--- src/rtl/cabac_byte_writer.sv ---
// CABAC encoder byte-output stage: buffers the last lead byte plus a run of 0xFF bytes
// until the carry is known, then streams resolved bytes on a ready/valid interface.
module cabac_byte_writer #(
  parameter int CNT_W = 5
) (
  input  logic             i_clk,
  input  logic             i_rst,
  input  logic             i_lead_valid,
  output logic             o_lead_ready,
  input  logic [8:0]       i_lead_byte,
  input  logic             i_flush_valid,
  input  logic             i_flush_carry,
  output logic             o_flush_ready,
  output logic             o_out_valid,
  input  logic             i_out_ready,
  output logic [7:0]       o_out_byte,
  output logic             o_done,
  output logic [CNT_W-1:0] o_pending_cnt,
  output logic             o_overflow
);

  typedef enum logic [2:0] {
    S_IDLE,
    S_EMIT_BUF,
    S_EMIT_RUN,
    S_FLUSH_BUF,
    S_FLUSH_RUN,
    S_DONE
  } state_t;

  localparam logic [CNT_W-1:0] CNT_MAX  = '1;
  localparam logic [CNT_W-1:0] CNT_ONE  = CNT_W'(1);
  localparam logic [CNT_W-1:0] CNT_ZERO = '0;

  state_t           r_state;
  logic [7:0]       r_buffered;
  logic [CNT_W-1:0] r_pending;
  logic [CNT_W-1:0] r_run_left;
  logic [7:0]       r_runbyte;
  logic             r_out_valid;
  logic [7:0]       r_out_byte;
  logic             r_done;
  logic             r_overflow;

  state_t           w_state_nxt;
  logic [7:0]       w_buffered_nxt;
  logic [CNT_W-1:0] w_pending_nxt;
  logic [CNT_W-1:0] w_run_left_nxt;
  logic [7:0]       w_runbyte_nxt;
  logic             w_out_valid_nxt;
  logic [7:0]       w_out_byte_nxt;
  logic             w_done_nxt;
  logic             w_overflow_nxt;

  logic             w_idle;
  logic             w_lead_acc;
  logic             w_flush_acc;
  logic             w_hs;
  logic             w_lead_c;
  logic [7:0]       w_lead_b;

  assign w_idle      = (r_state == S_IDLE);
  assign w_lead_acc  = i_lead_valid & w_idle;
  assign w_flush_acc = i_flush_valid & w_idle & ~i_lead_valid;
  assign w_hs        = r_out_valid & i_out_ready;
  assign w_lead_c    = i_lead_byte[8];
  assign w_lead_b    = i_lead_byte[7:0];

  assign o_lead_ready  = w_idle;
  assign o_flush_ready = w_idle & ~i_lead_valid;
  assign o_out_valid   = r_out_valid;
  assign o_out_byte    = r_out_byte;
  assign o_done        = r_done;
  assign o_pending_cnt = r_pending;
  assign o_overflow    = r_overflow;

  always_comb begin
    w_state_nxt     = r_state;
    w_buffered_nxt  = r_buffered;
    w_pending_nxt   = r_pending;
    w_run_left_nxt  = r_run_left;
    w_runbyte_nxt   = r_runbyte;
    w_out_valid_nxt = r_out_valid;
    w_out_byte_nxt  = r_out_byte;
    w_done_nxt      = 1'b0;
    w_overflow_nxt  = r_overflow;

    case (r_state)
      S_IDLE: begin
        if (w_lead_acc) begin
          if (i_lead_byte == 9'h0FF) begin
            if (r_pending == CNT_MAX) begin
              w_overflow_nxt = 1'b1;
            end else begin
              w_pending_nxt = r_pending + CNT_ONE;
            end
          end else if (r_pending != CNT_ZERO) begin
            // Carry is now known: release the buffered byte, the 0xFF run follows.
            w_out_byte_nxt  = r_buffered + {7'd0, w_lead_c};
            w_out_valid_nxt = 1'b1;
            w_run_left_nxt  = r_pending - CNT_ONE;
            w_runbyte_nxt   = {8{~w_lead_c}};
            w_buffered_nxt  = w_lead_b;
            w_pending_nxt   = CNT_ONE;
            w_state_nxt     = S_EMIT_BUF;
          end else begin
            w_buffered_nxt = w_lead_b;
            w_pending_nxt  = CNT_ONE;
          end
        end else if (w_flush_acc) begin
          if (r_pending == CNT_ZERO) begin
            w_state_nxt = S_DONE;
          end else begin
            w_out_byte_nxt  = r_buffered + {7'd0, i_flush_carry};
            w_out_valid_nxt = 1'b1;
            w_run_left_nxt  = r_pending - CNT_ONE;
            w_runbyte_nxt   = {8{~i_flush_carry}};
            w_state_nxt     = S_FLUSH_BUF;
          end
        end
      end

      S_EMIT_BUF, S_FLUSH_BUF: begin
        if (w_hs) begin
          if (r_run_left != CNT_ZERO) begin
            w_out_byte_nxt = r_runbyte;
            w_state_nxt    = (r_state == S_EMIT_BUF) ? S_EMIT_RUN : S_FLUSH_RUN;
          end else begin
            w_out_valid_nxt = 1'b0;
            w_state_nxt     = (r_state == S_EMIT_BUF) ? S_IDLE : S_DONE;
          end
        end
      end

      S_EMIT_RUN, S_FLUSH_RUN: begin
        if (w_hs) begin
          if (r_run_left <= CNT_ONE) begin
            w_out_valid_nxt = 1'b0;
            w_run_left_nxt  = CNT_ZERO;
            w_state_nxt     = (r_state == S_EMIT_RUN) ? S_IDLE : S_DONE;
          end else begin
            w_run_left_nxt = r_run_left - CNT_ONE;
          end
        end
      end

      S_DONE: begin
        w_done_nxt     = 1'b1;
        w_buffered_nxt = 8'hFF;
        w_pending_nxt  = CNT_ZERO;
        w_state_nxt    = S_IDLE;
      end

      default: begin
        w_state_nxt = S_IDLE;
      end
    endcase
  end

  always_ff @(posedge i_clk) begin
    if (i_rst) begin
      r_state     <= S_IDLE;
      r_buffered  <= 8'hFF;
      r_pending   <= CNT_ZERO;
      r_run_left  <= CNT_ZERO;
      r_runbyte   <= 8'h00;
      r_out_valid <= 1'b0;
      r_out_byte  <= 8'h00;
      r_done      <= 1'b0;
      r_overflow  <= 1'b0;
    end else begin
      r_state     <= w_state_nxt;
      r_buffered  <= w_buffered_nxt;
      r_pending   <= w_pending_nxt;
      r_run_left  <= w_run_left_nxt;
      r_runbyte   <= w_runbyte_nxt;
      r_out_valid <= w_out_valid_nxt;
      r_out_byte  <= w_out_byte_nxt;
      r_done      <= w_done_nxt;
      r_overflow  <= w_overflow_nxt;
    end
  end

endmodule

--- config.mk ---
export PLATFORM = sky130hd
export DESIGN_NAME = cabac_byte_writer
export DESIGN_NICKNAME = d
export VERILOG_FILES = /design/src/rtl/cabac_byte_writer.sv
export SDC_FILE = /design/constraint.sdc
export NUM_CORES = 1
export LEC_CHECK = 0
export CELL_PAD_IN_SITES_DETAIL_PLACEMENT = 1
export CELL_PAD_IN_SITES_GLOBAL_PLACEMENT = 1
export CORE_UTILIZATION = 40
export CTS_CLUSTER_SIZE = 10
export DETAILED_ROUTE_END_ITERATION = 6
export PLACE_DENSITY = 0.9
export SYNTH_ARGS = -nofsm -noshare
export SYNTH_HDL_FRONTEND = slang
export SYNTH_SLANG_ARGS = --single-unit
--- constraint.sdc ---
create_clock -name i_clk -period 2.9 [get_ports i_clk]
set_input_delay 0.87 -clock i_clk [delete_from_list [all_inputs] [get_ports i_clk]]
set_output_delay 0.87 -clock i_clk [all_outputs]
set_load 0.01 [all_outputs]
==> impl_results.md, run 1 <==
- Status: finished, final reports clean
- Mux cell area share after synthesis: 0.05103
- DRC: 0
- Initial core utilization: 0.4248
- Cell area after layout: 2551 um^2
- Simple-Gate Fraction of Synth Area: 0.2527
- Tmin final: 2634 ps
- Clock sinks: 33
- DP Wirelength: 4.232 mm
- Measured slew at the worst slew-check pin: 795.2 ps
- Flops & latches, synth: 33
- Initial antenna violation count: 0
- Most frequent cells in the layout: 33 x dfxtp_1, 30 x clkdlybuf4s50_1, 21 x nor2_1, 18 x nand2_1, 12 x o21ai_0
- Cts bufs inserted: 5
- Nets: 296
- Post-CTS Setup Bufs: 0
- Total power: 2.327 mW
- Post-Synthesis Cells: 237
- Congestion Overflow GR: 0
- Cells along the critical path: dlymetal6s2s_1 > nor4_2 > buf_4 > dlygate4sd2_1
- Slew headroom: 0.4693
- Clk root buf: clkbuf_8
- Post-synth ARST share: 0
- Via count: 1957
- CTS tree: yes
- Routed length per placed instance: 17.79 um
- Leakage: 1.009 nW
- Worst EP required: 2030 ps
- Max-slew violations: 0
- Hold_buf cts: 0
- Top delay family on crit path: buffers and inverters
- DRT iter0 DRCs: 102
- Die area: 5440 um^2
- EDFF count, synth: 0
- Yosys cell types: 59
- Compound-Gate Fraction of Synth Area: 0.2296
- Worst hold margin: 462.6 ps
- First-pass DRT Iterations: 4
- Final Util: 0.5262
- Largest net degree at the start of global routing: 26
- CP Data Arrival Time: 1760 ps
- Pwr dens: 912.2 nW/um^2
- Synth Cell Area: 2059 um^2
- Number of global-route vias before repair: 1970
- Row Count: 25
- Die width: 73.76 um
- Clock Latency Late Sink: 300 ps
- Buffer levels on the longest clock path: 2
- CP max FO: 2
- Mean Syn Cell Area: 8.690 um^2
- Placement-stage cell area: 2457 um^2
- ANT cells: 0
- Register area share after synthesis: 0.3208
- Maxcap violations: 0
- Commonest non-fill, non-tap cell in the layout: dfxtp_1
- Setup TNS: 0 ps
- Slowest CP cell: nor4_2
- XOR/XNOR Fraction of Synth Area: 0.04253
- Setup CP Type: input port to primary output
- Peak VDD IR: 0.4938 mV
- Worst Clk Skew: 9.281 ps
- Port Buffers: 32
- Worst setup EP type: primary output
- Top FF cell, synth: dfxtp_1
- Routed wire length: 6.048 mm
- First-pass GRT wire length: 10.03 mm
- Synth Area in Adders: 0.05468
- Post-synth net total: 261
- Gr usage total: 0.2447
- I/O pin count: 33
- Final Hold Viols: 0
- Worst Hold Class: flop to flop
- Layout cells sized above 1: 0.1282
- Synth warn: 0
- Area Growth Syn to Fin: 23.88%
- Max Clk Rate: 379.7 MHz
- CP startpoint kind: input port
- WP buf/inv: 3
- H-tree depth: 2
- Combinational family with the most area after synthesis: simple AND/OR/NAND/NOR gates
- Antenna Nets Post-Route: 0
- CP max stage delay: 280 ps
- Via density: 5.756
- Routability Congestion: 0.8591
- Final setup fails: 0
- Clock transition at the registers of the reported paths: 80 ps
- Core ar.: 4848 um^2
- RSZ-0062 raised after global routing: no
- Final period utilization: 0.9082
- Die height: 73.76 um
-- state kept, by name, summed over array words and instances, names as in the netlist --
register / count
o_done: 1
o_out_byte: 8
o_out_valid: 1
o_overflow: 1
o_pending_cnt: 5
r_buffered: 8
r_run_left: 5
r_runbyte: 1
r_state: 3
-- cells in the mapped netlist (all sizes together) (3+ instances only) --
library cell,n,area (um^2)
mux2i,9,90.09
ha,9,112.6
and3,4,25.02
xnor2,6,52.55
nor3,9,61.31
o21ai,22,110.1
nor3b,8,70.06
inv,9,33.78
nor4,3,33.78
nor2,21,78.83
a22oi,3,22.52
o221ai,4,35.03
o22ai,3,32.53
nand2,20,85.08
a21oi,11,62.56
xor2,4,35.03
buf,6,43.79
clkbuf,6,22.52
nand3,11,55.05
dfxtp,33,660.6
-- worst min-delay path, cell delays in order (launching register included) --
cell,delay (ps)
dfxtp_1,310
nand2_1,50
mux2i_1,60
-- layout make-up --
type	instances	area [um^2]
fill	579	2297
multi-input combinational	183	1305
sequential	33	660.6
timing repair buffer	40	381.6
tap	67	83.83
clock buffer	5	68.82
inverter	9	33.78
clock inverter	3	17.52
-- path summary, 6_finish.rpt --
| path | from | end | slack, ps | cells after the start |
|---|---|---|---|---|
| worst max register to register | r_state[2]$_SDFFE_PP0P_ | o_out_byte[4]$_SDFFE_PP0P_ | 540 | 10 |
| worst min register to register | o_out_byte[3]$_SDFFE_PP0P_ | o_out_byte[3]$_SDFFE_PP0P_ | 460 | 2 |
| worst min-delay path | o_out_byte[3]$_SDFFE_PP0P_ | o_out_byte[3]$_SDFFE_PP0P_ | 460 | 2 |
| worst max-delay path | i_lead_valid | o_flush_ready | 270 | 4 |
-- power breakdown --
| group | internal (mW) | leakage (nW) | switching [mW] |
|---|---|---|---|
| clock network | 0.166 | 0.0439 | 0.187 |
| logic | 0.567 | 0.695 | 0.677 |
| registers | 0.577 | 0.270 | 0.154 |
-- per-layer routing --
| metal | wire length (um) | vias up | global-route usage |
|---|---|---|---|
| met5 | 0 | - | 0 |
| li1 | - | 939 | - |
| met2 | 3039 | 46 | 0.4149 |
| met3 | 221 | 17 | 0.04938 |
| met4 | 175 | 0 | 0.1197 |
| met1 | 2612 | 955 | 0.2934 |
-- kinds of logic (layout without fill, tap and decap cells) --
group                      after synthesis  in the layout
AOI/OAI and AO/OA                       64             64
buffers and inverters                   21             57
DFF                                     33             33
adders and majority gates                9              9
muxes                                   10             10
xor gates and xnor gates                10             10
and+or+nand+nor                         90             90
-- repair_timing --
action	CTS	global route
pin swaps	0	1
gates resized for setup	2	1
endpoints found under the setup margin	1	1
-- metrics by stage --
stage	instances	setup slack [ps]
global route	340	251.7
floorplan	237	550.8
detailed placement	332	-176.9
CTS	340	74.97
finish	340	266.2
global placement	332	-172.7
Note: power is estimated with default switching activity, not from simulation.
==> run 2, diff against run 1 <==
Settings changed: CAP_MARGIN set to 0, CORE_UTILIZATION 40 to 36, HOLD_SLACK_MARGIN set to 0.06, PLACE_DENSITY 0.9 to 0.86.
Clock period 2.9 ns to 2.3 ns, I/O delays scaled along.
==> impl_results.md, run 2 (same netlist as run 1, synthesis figures left out) <==
- Status: finished, final reports clean (unchanged)
- Buffer levels on the longest clock path: 2 (unchanged)
- DRC: 0 (unchanged)
- CP Data Arrival Time: 2370 ps (was 1760 ps)
- Routed length per placed instance: 17.95 um (was 17.79 um)
- Layout cells sized above 1: 0.2136 (was 0.1282)
- Final period utilization: 0.9558
- Pre-CTS WS: -440.7 ps (was -176.9 ps)
- Clock Latency Late Sink: 290 ps (was 300 ps)
- Max Clk Rate: 454.9 MHz
- Number of global-route vias before repair: 2187 (was 1970)
- Largest net degree at the start of global routing: 19 (was 26)
- Final Hold Viols: 0 (unchanged)
- Via density: 5.608 (was 5.756)
- Final Util: 0.5044 (was 0.5262)
- Worst setup EP type: flop (was primary output)
- RSZ-0062 raised after global routing: no (unchanged)
- Setup CP Type: input port to flop (was input port to primary output)
- Worst Clk Skew: 5.024 ps (was 9.281 ps)
- Hold_buf cts: 0 (unchanged)
- Routed wire length: 6.589 mm (was 6.048 mm)
- Initial core utilization: 0.3740 (was 0.4248)
- Crit path setup slack, layout: 101.6 ps (was 266.2 ps)
- Worst Hold Class: flop to flop (unchanged)
- Setup TNS: 0 ps (unchanged)
- Nets: 318 (was 296)
- Via count: 2058 (was 1957)
- Gr usage total: 0.2233 (was 0.2447)
- Leakage: 1.131 nW (was 1.009 nW)
- CP startpoint kind: input port (unchanged)
- Antenna Nets Post-Route: 0 (unchanged)
- Maxcap violations: 0 (unchanged)
- Clock transition at the registers of the reported paths: 70 ps (was 80 ps)
- Initial antenna violation count: 0 (unchanged)
- Peak VDD IR: 0.4624 mV (was 0.4938 mV)
- Tmin final: 2198 ps
- Core ar.: 5507 um^2 (was 4848 um^2)
- Clock sinks: 33 (unchanged)
- Commonest non-fill, non-tap cell in the layout: dfxtp_1 (unchanged)
- Pwr dens: 1143 nW/um^2 (was 912.2 nW/um^2)
- Most frequent cells in the layout: 33 x dfxtp_1, 30 x clkdlybuf4s50_1, 30 x buf_4, 20 x nor2_1, 18 x nand2_1 (was 33 x dfxtp_1, 30 x clkdlybuf4s50_1, 21 x nor2_1, 18 x nand2_1, 12 x o21ai_0)
- ANT cells: 0 (unchanged)
- Total power: 3.176 mW (was 2.327 mW)
- Worst hold margin: 463.2 ps (was 462.6 ps)
- CTS tree: yes (unchanged)
- Row Count: 27 (was 25)
- Area Growth Syn to Fin: 34.87% (was 23.88%)
- DRT iter0 DRCs: 120 (was 102)
- Slew headroom: 0.7172 (was 0.4693)
- Max-slew violations: 0 (unchanged)
- Measured slew at the worst slew-check pin: 422.6 ps (was 795.2 ps)
- Die width: 77.64 um (was 73.76 um)
- CP max FO: 12 (was 2)
- Clk root buf: clkbuf_8 (unchanged)
- Die height: 77.64 um (was 73.76 um)
- Cts bufs inserted: 5 (unchanged)
- Worst EP required: 2470 ps (was 2030 ps)
- First-pass GRT wire length: 10.64 mm (was 10.03 mm)
- Routability Congestion: 0.8609 (was 0.8591)
- I/O pin count: 33 (unchanged)
- DP Wirelength: 4.462 mm (was 4.232 mm)
- Congestion Overflow GR: 0 (unchanged)
- First-pass DRT Iterations: 5 (was 4)
- Final setup fails: 0 (unchanged)
- Port Buffers: 32 (unchanged)
- Die area: 6027 um^2 (was 5440 um^2)
- H-tree depth: 2 (unchanged)
run 2: timing repair:
action | in CTS | in global routing
setup endpoints to repair | 8 | 10
setup buffers | 2 | 0
pin swaps | 2 | 4
gates cloned | 0 | 0
resized for setup | 8 | 6
run 2: worst max-delay path, stage by stage:
cell	delay, ps
clkdlybuf4s50_1	430
nand4b_1	300
nor3_2	200
buf_4	190
a21oi_2	60
buf_4	180
buf_4	140
nor2_2	90
o21ai_1	80
run 2: routing by layer:
metal  up-vias  track usage  share of wire
li1        977            -              -
met2        54       0.4097           0.51
met1      1019       0.2690           0.44
met3         8      0.02706          0.042
met5         -            0              0
met4         0      0.06792          0.011
run 2: cell type report:
type	instances	area, um^2
sequential	33	660.6
timing repair buffer	62	545.5
clock inverter	1	5.005
fill	646	2729
tap	72	90.09
inverter	9	33.78
clock buffer	7	96.34
multi-input combinational	183	1346
run 2: path summary, 6_finish.rpt:
path / slack (ps) / endpoint / cells past startpoint / startpoint
worst max-delay path: 100 / r_buffered[3]$_SDFFE_PP1P_ / 9 / i_lead_byte[8]
worst min-delay path: 460 / o_out_byte[5]$_SDFFE_PP0P_ / 2 / o_out_byte[5]$_SDFFE_PP0P_
worst max register to register: 150 / o_out_byte[4]$_SDFFE_PP0P_ / 10 / r_state[1]$_SDFFE_PP0P_
worst min register to register: 460 / o_out_byte[5]$_SDFFE_PP0P_ / 2 / o_out_byte[5]$_SDFFE_PP0P_
run 2: metrics by stage:
| stage | instances | instance area (um^2) |
|---|---|---|
| final | 367 | 2778 |
| after CTS | 367 | 2739 |
| after global routing | 367 | 2778 |
| after detailed placement | 357 | 2614 |
| after global placement | 357 | 2614 |
| after floorplan | 237 | 2059 |
run 2: where the power goes:
part | internal (mW) | leakage [nW] | switching [mW]
clock | 0.271 | 0.0542 | 0.232
combinational | 0.848 | 0.807 | 0.941
sequential | 0.727 | 0.270 | 0.157
==> run 3, diff against run 2 <==
Settings changed: ABC_AREA set to 1, CORE_UTILIZATION 36 to 34, PLACE_DENSITY 0.86 to 0.74.
==> impl_results.md, run 3 <==
- Yosys cell types: 29 (was 59)
- CP Data Arrival Time: 1530 ps (was 2370 ps)
- Max Clk Rate: 451.3 MHz (was 454.9 MHz)
- CP max stage delay: 280 ps (was 430 ps)
- CP startpoint kind: input port (unchanged)
- Congestion Overflow GR: 0 (unchanged)
- Measured slew at the worst slew-check pin: 364.7 ps (was 422.6 ps)
- Clk root buf: clkbuf_8 (unchanged)
- Via density: 4.857 (was 5.608)
- DRT iter0 DRCs: 44 (was 120)
- Top cell by count, worst path: dlygate4sd2_1 (was buf_4)
- Worst Hold Class: flop to flop (unchanged)
- Die width: 82.82 um (was 77.64 um)
- Multi-input logic area: 1391 um^2 (was 1346 um^2)
- Via count: 2307 (was 2058)
- Commonest non-fill, non-tap cell in the layout: nand2_1 (was dfxtp_1)
- Power Internal: 2.205 mW (was 1.846 mW)
- Antenna Nets Post-Route: 0 (unchanged)
- Final Hold Viols: 0 (unchanged)
- Largest area contributor in the netlist: dfxtp_1 (unchanged)
- Worst setup EP type: primary output (was flop)
- DP Wirelength: 4.790 mm (was 4.462 mm)
- Slew headroom: 0.7562 (was 0.7172)
- Core ar.: 6314 um^2 (was 5507 um^2)
- Clock transition at the registers of the reported paths: 70 ps (about the same)
- Post-synth top cells: 91 x nand2_1, 51 x nor2_1, 37 x inv_1 (was 33 x dfxtp_1, 21 x nor2_1, 18 x nand2_1)
- Hold EP: o_overflow$_SDFFE_PP0P_ (was o_out_byte[5]$_SDFFE_PP0P_)
- Routed wire length: 6.056 mm (was 6.589 mm)
- Net Sw Frac: 0.4535 (was 0.4188)
- Flops & latches, synth: 33 (unchanged)
- Cell area after layout: 2947 um^2 (was 2778 um^2)
- Status: finished, final reports clean (unchanged)
- Switching power: 1.830 mW (was 1.330 mW)
- Leakage: 1.460 nW (was 1.131 nW)
- Gate power share: 0.628 (was 0.563)
- Layout cells sized above 1: 0.1709 (was 0.2136)
- Reg2Reg Setup Slack: 330 ps (was 150 ps)
- WP buf/inv: 3 (was 4)
- Cell with the most instances after synthesis: nand2_1 (was dfxtp_1)
- Cells along the critical path: dlygate4sd2_1 > buf_4 > nor2_4 > dlygate4sd2_1 (was clkdlybuf4s50_1 > nand4b_1 > nor3_2 > buf_4 > a21oi_2 > buf_4 > buf_4 > nor2_2 > o21ai_1)
- Worst Clk Skew: 4.578 ps (was 5.024 ps)
- Most frequent cells in the layout: 91 x nand2_1, 49 x nor2_1, 37 x inv_1, 33 x dfxtp_1, 29 x clkdlybuf4s50_1 (was 33 x dfxtp_1, 30 x clkdlybuf4s50_1, 30 x buf_4, 20 x nor2_1, 18 x nand2_1)
- Gr usage total: 0.1906 (was 0.2233)
- Tmin final: 2216 ps (was 2198 ps)
- EDFF count, synth: 0 (unchanged)
- Routability Congestion: 0.8234 (was 0.8609)
- Pwr dens: 1369 nW/um^2 (was 1143 nW/um^2)
- Post-synth net total: 365 (was 261)
- First-pass GRT wire length: 10.51 mm (was 10.64 mm)
- Max-slew violations: 0 (unchanged)
- Register area share after synthesis: 0.2975 (was 0.3208)
- Final setup fails: 0 (unchanged)
- Setup CP Type: input port to primary output (was input port to flop)
- Largest net degree at the start of global routing: 26 (was 19)
- Register area: 660.6 um^2 (unchanged)
- Slowest CP cell: dlygate4sd2_1 (was clkdlybuf4s50_1)
- Cts bufs inserted: 5 (unchanged)
- Nets: 421 (was 318)
- Top FF cell, synth: dfxtp_1 (unchanged)
- Buffer levels on the longest clock path: 2 (unchanged)
- Initial antenna violation count: 0 (unchanged)
- H-tree depth: 2 (unchanged)
- First-pass DRT Iterations: 4 (was 5)
- Die height: 82.82 um (was 77.64 um)
- Ranking of synthesized cells by area: dfxtp_1 30%, nand2_1 15%, nor2_1 8.6%, inv_1 6.3%, ha_1 5.1% (was dfxtp_1 32%, ha_1 5.5%, mux2i_1 4.4%, nor2_1 3.8%, nand2_1 3.3%)
- CTS tree: yes (unchanged)
- R2R depth: 17 (was 10)
- Top delay family on crit path: buffers and inverters (unchanged)
- CP max FO: 4 (was 12)
- Port Buffers: 32 (unchanged)
- Row Count: 29 (was 27)
- Initial core utilization: 0.3518 (was 0.3740)
- Peak VDD IR: 0.6432 mV (was 0.4624 mV)
- Pre-CTS WS: -452.5 ps (was -440.7 ps)
- Mean Syn Cell Area: 6.513 um^2 (was 8.690 um^2)
- Maxcap violations: 0 (unchanged)
- Number of global-route vias before repair: 2371 (was 2187)
- Synth warn: 0 (unchanged)
- Clock power frac: 0.146 (was 0.158)
- Synth Cell Area: 2221 um^2 (was 2059 um^2)
- Crit path setup slack, layout: 84.01 ps (was 101.6 ps)
- DRC: 0 (unchanged)
- Reg power frac: 0.225 (was 0.278)
- Post-synth ARST share: 0 (unchanged)
- Hold-critical path depth: 2 (unchanged)
- ANT cells: 0 (unchanged)
- Clock Latency Late Sink: 290 ps (about the same)
- Fill cell count: 855 (was 646)
- Clock sinks: 33 (unchanged)
- Post-Synthesis Cells: 341 (was 237)
- I/O pin count: 33 (unchanged)
- RR Endpoint: o_out_byte[6]$_SDFFE_PP0P_ (was o_out_byte[4]$_SDFFE_PP0P_)
- Yosys top cell area share: 0.2975 (was 0.3208)
- Worst EP required: 1610 ps (was 2470 ps)
- Die area: 6859 um^2 (was 6027 um^2)
- RSZ-0062 raised after global routing: no (unchanged)
- Hold Crit Start: o_overflow$_SDFFE_PP0P_ (was o_out_byte[5]$_SDFFE_PP0P_)
- Post-CTS Setup Bufs: 0 (was 2)
- Placement-stage cell area: 2789 um^2 (was 2614 um^2)
- Reg-to-reg critical path startpoint: r_state[0]$_SDFFE_PP0P_ (was r_state[1]$_SDFFE_PP0P_)
- Routed length per placed instance: 12.75 um (was 17.95 um)
- Area Growth Syn to Fin: 32.68% (was 34.87%)
- Final period utilization: 0.9635 (was 0.9558)
-- run 3: cell count changes in the layout (fill, tap and decap cells not counted), sizes merged, moves of 8 or more --
cell	change
mux2i	-9
inv	+34
nand2	+80
nand3	+14
nor3b	-8
nor2	+43
-- run 3: tightest hold or removal path, cell delays in order, from the launching register on --
cell and delay, ps:
dfxtp_1 340, a21oi_1 40, nor2_1 70
-- run 3: layout make-up --
class | instances | share of cell area
Clock buffer | 7 | 0.02930
Clock inverter | 1 | 0.01019
Inverter | 43 | 0.05563
Multi-Input combinational cell | 259 | 0.4722
Sequential cell | 33 | 0.2242
Tap cell | 77 | 0.03270
Timing Repair Buffer | 55 | 0.1758
-- run 3: how the worst max path moves through the flow --
stage	startpoint	to	slack [ps]	depth (start not counted)
finish	i_lead_valid	o_flush_ready	80	4
global route	r_state[0]$_SDFFE_PP0P_	o_lead_ready	20	4
CTS	i_lead_byte[8]	o_out_byte[6]$_SDFFE_PP0P_	20	15
detailed placement	i_lead_valid	o_out_byte[6]$_SDFFE_PP0P_	-450	15
global placement	i_lead_valid	o_flush_ready	-400	4
floorplan	r_state[0]$_SDFFE_PP0P_	o_out_byte[6]$_SDFFE_PP0P_	190	16
-- run 3: cells by family (layout without fill, tap and decap cells) --
logic type / Yosys count / count (layout) / share of synthesized area
compound gates: 48 / 48 / 0.1217
xor+xnor: 6 / 6 / 0.02366
fa+ha+maj: 9 / 9 / 0.05071
buf+inv: 49 / 106 / 0.09465
flops: 33 / 33 / 0.2975
simple gates: 196 / 196 / 0.4118
-- run 3: metrics by stage --
| step | hold slack (ps) | total power, mW | setup TNS (ps) | std cells | util |
|---|---|---|---|---|---|
| floorplan | 440.3 | 2.587 | 0 | 341 | - |
| finish | 481.9 | 4.035 | 0 | 475 | 0.4667 |
| global route | 517.5 | 4.453 | 0 | 475 | 0.4667 |
| detailed placement | 474.0 | 3.424 | -3202 | 467 | 0.4417 |
| CTS | 490.9 | 4.036 | 0 | 475 | 0.4598 |
| global placement | 461.5 | 3.360 | -2499 | 467 | 0.4417 |
-- run 3: timing repair --
action                     4_1_cts  5_1_grt
pin swaps                        0        3
hold buffers                     0        0
gates resized for setup          3       10
setup endpoints to repair        6        4
-- run 3: power groups by stage --
stage | logic (mW) | clock network, mW | registers, mW
finish | 2.54 | 0.589 | 0.910
floorplan | 1.66 | 0 | 0.923
CTS | 2.53 | 0.606 | 0.905
global placement | 2.45 | 0 | 0.911
global route | 2.88 | 0.632 | 0.942
detailed placement | 2.51 | 0 | 0.916
-- run 3: metal layers --
metal / up-vias / wire, um / track usage
met2: 29 / 3119 / 0.3599
met4: 0 / 72 / 0.06583
met3: 7 / 166 / 0.03479
li1: 1191 / - / -
met1: 1080 / 2698 / 0.2117
met5: - / 0 / 0
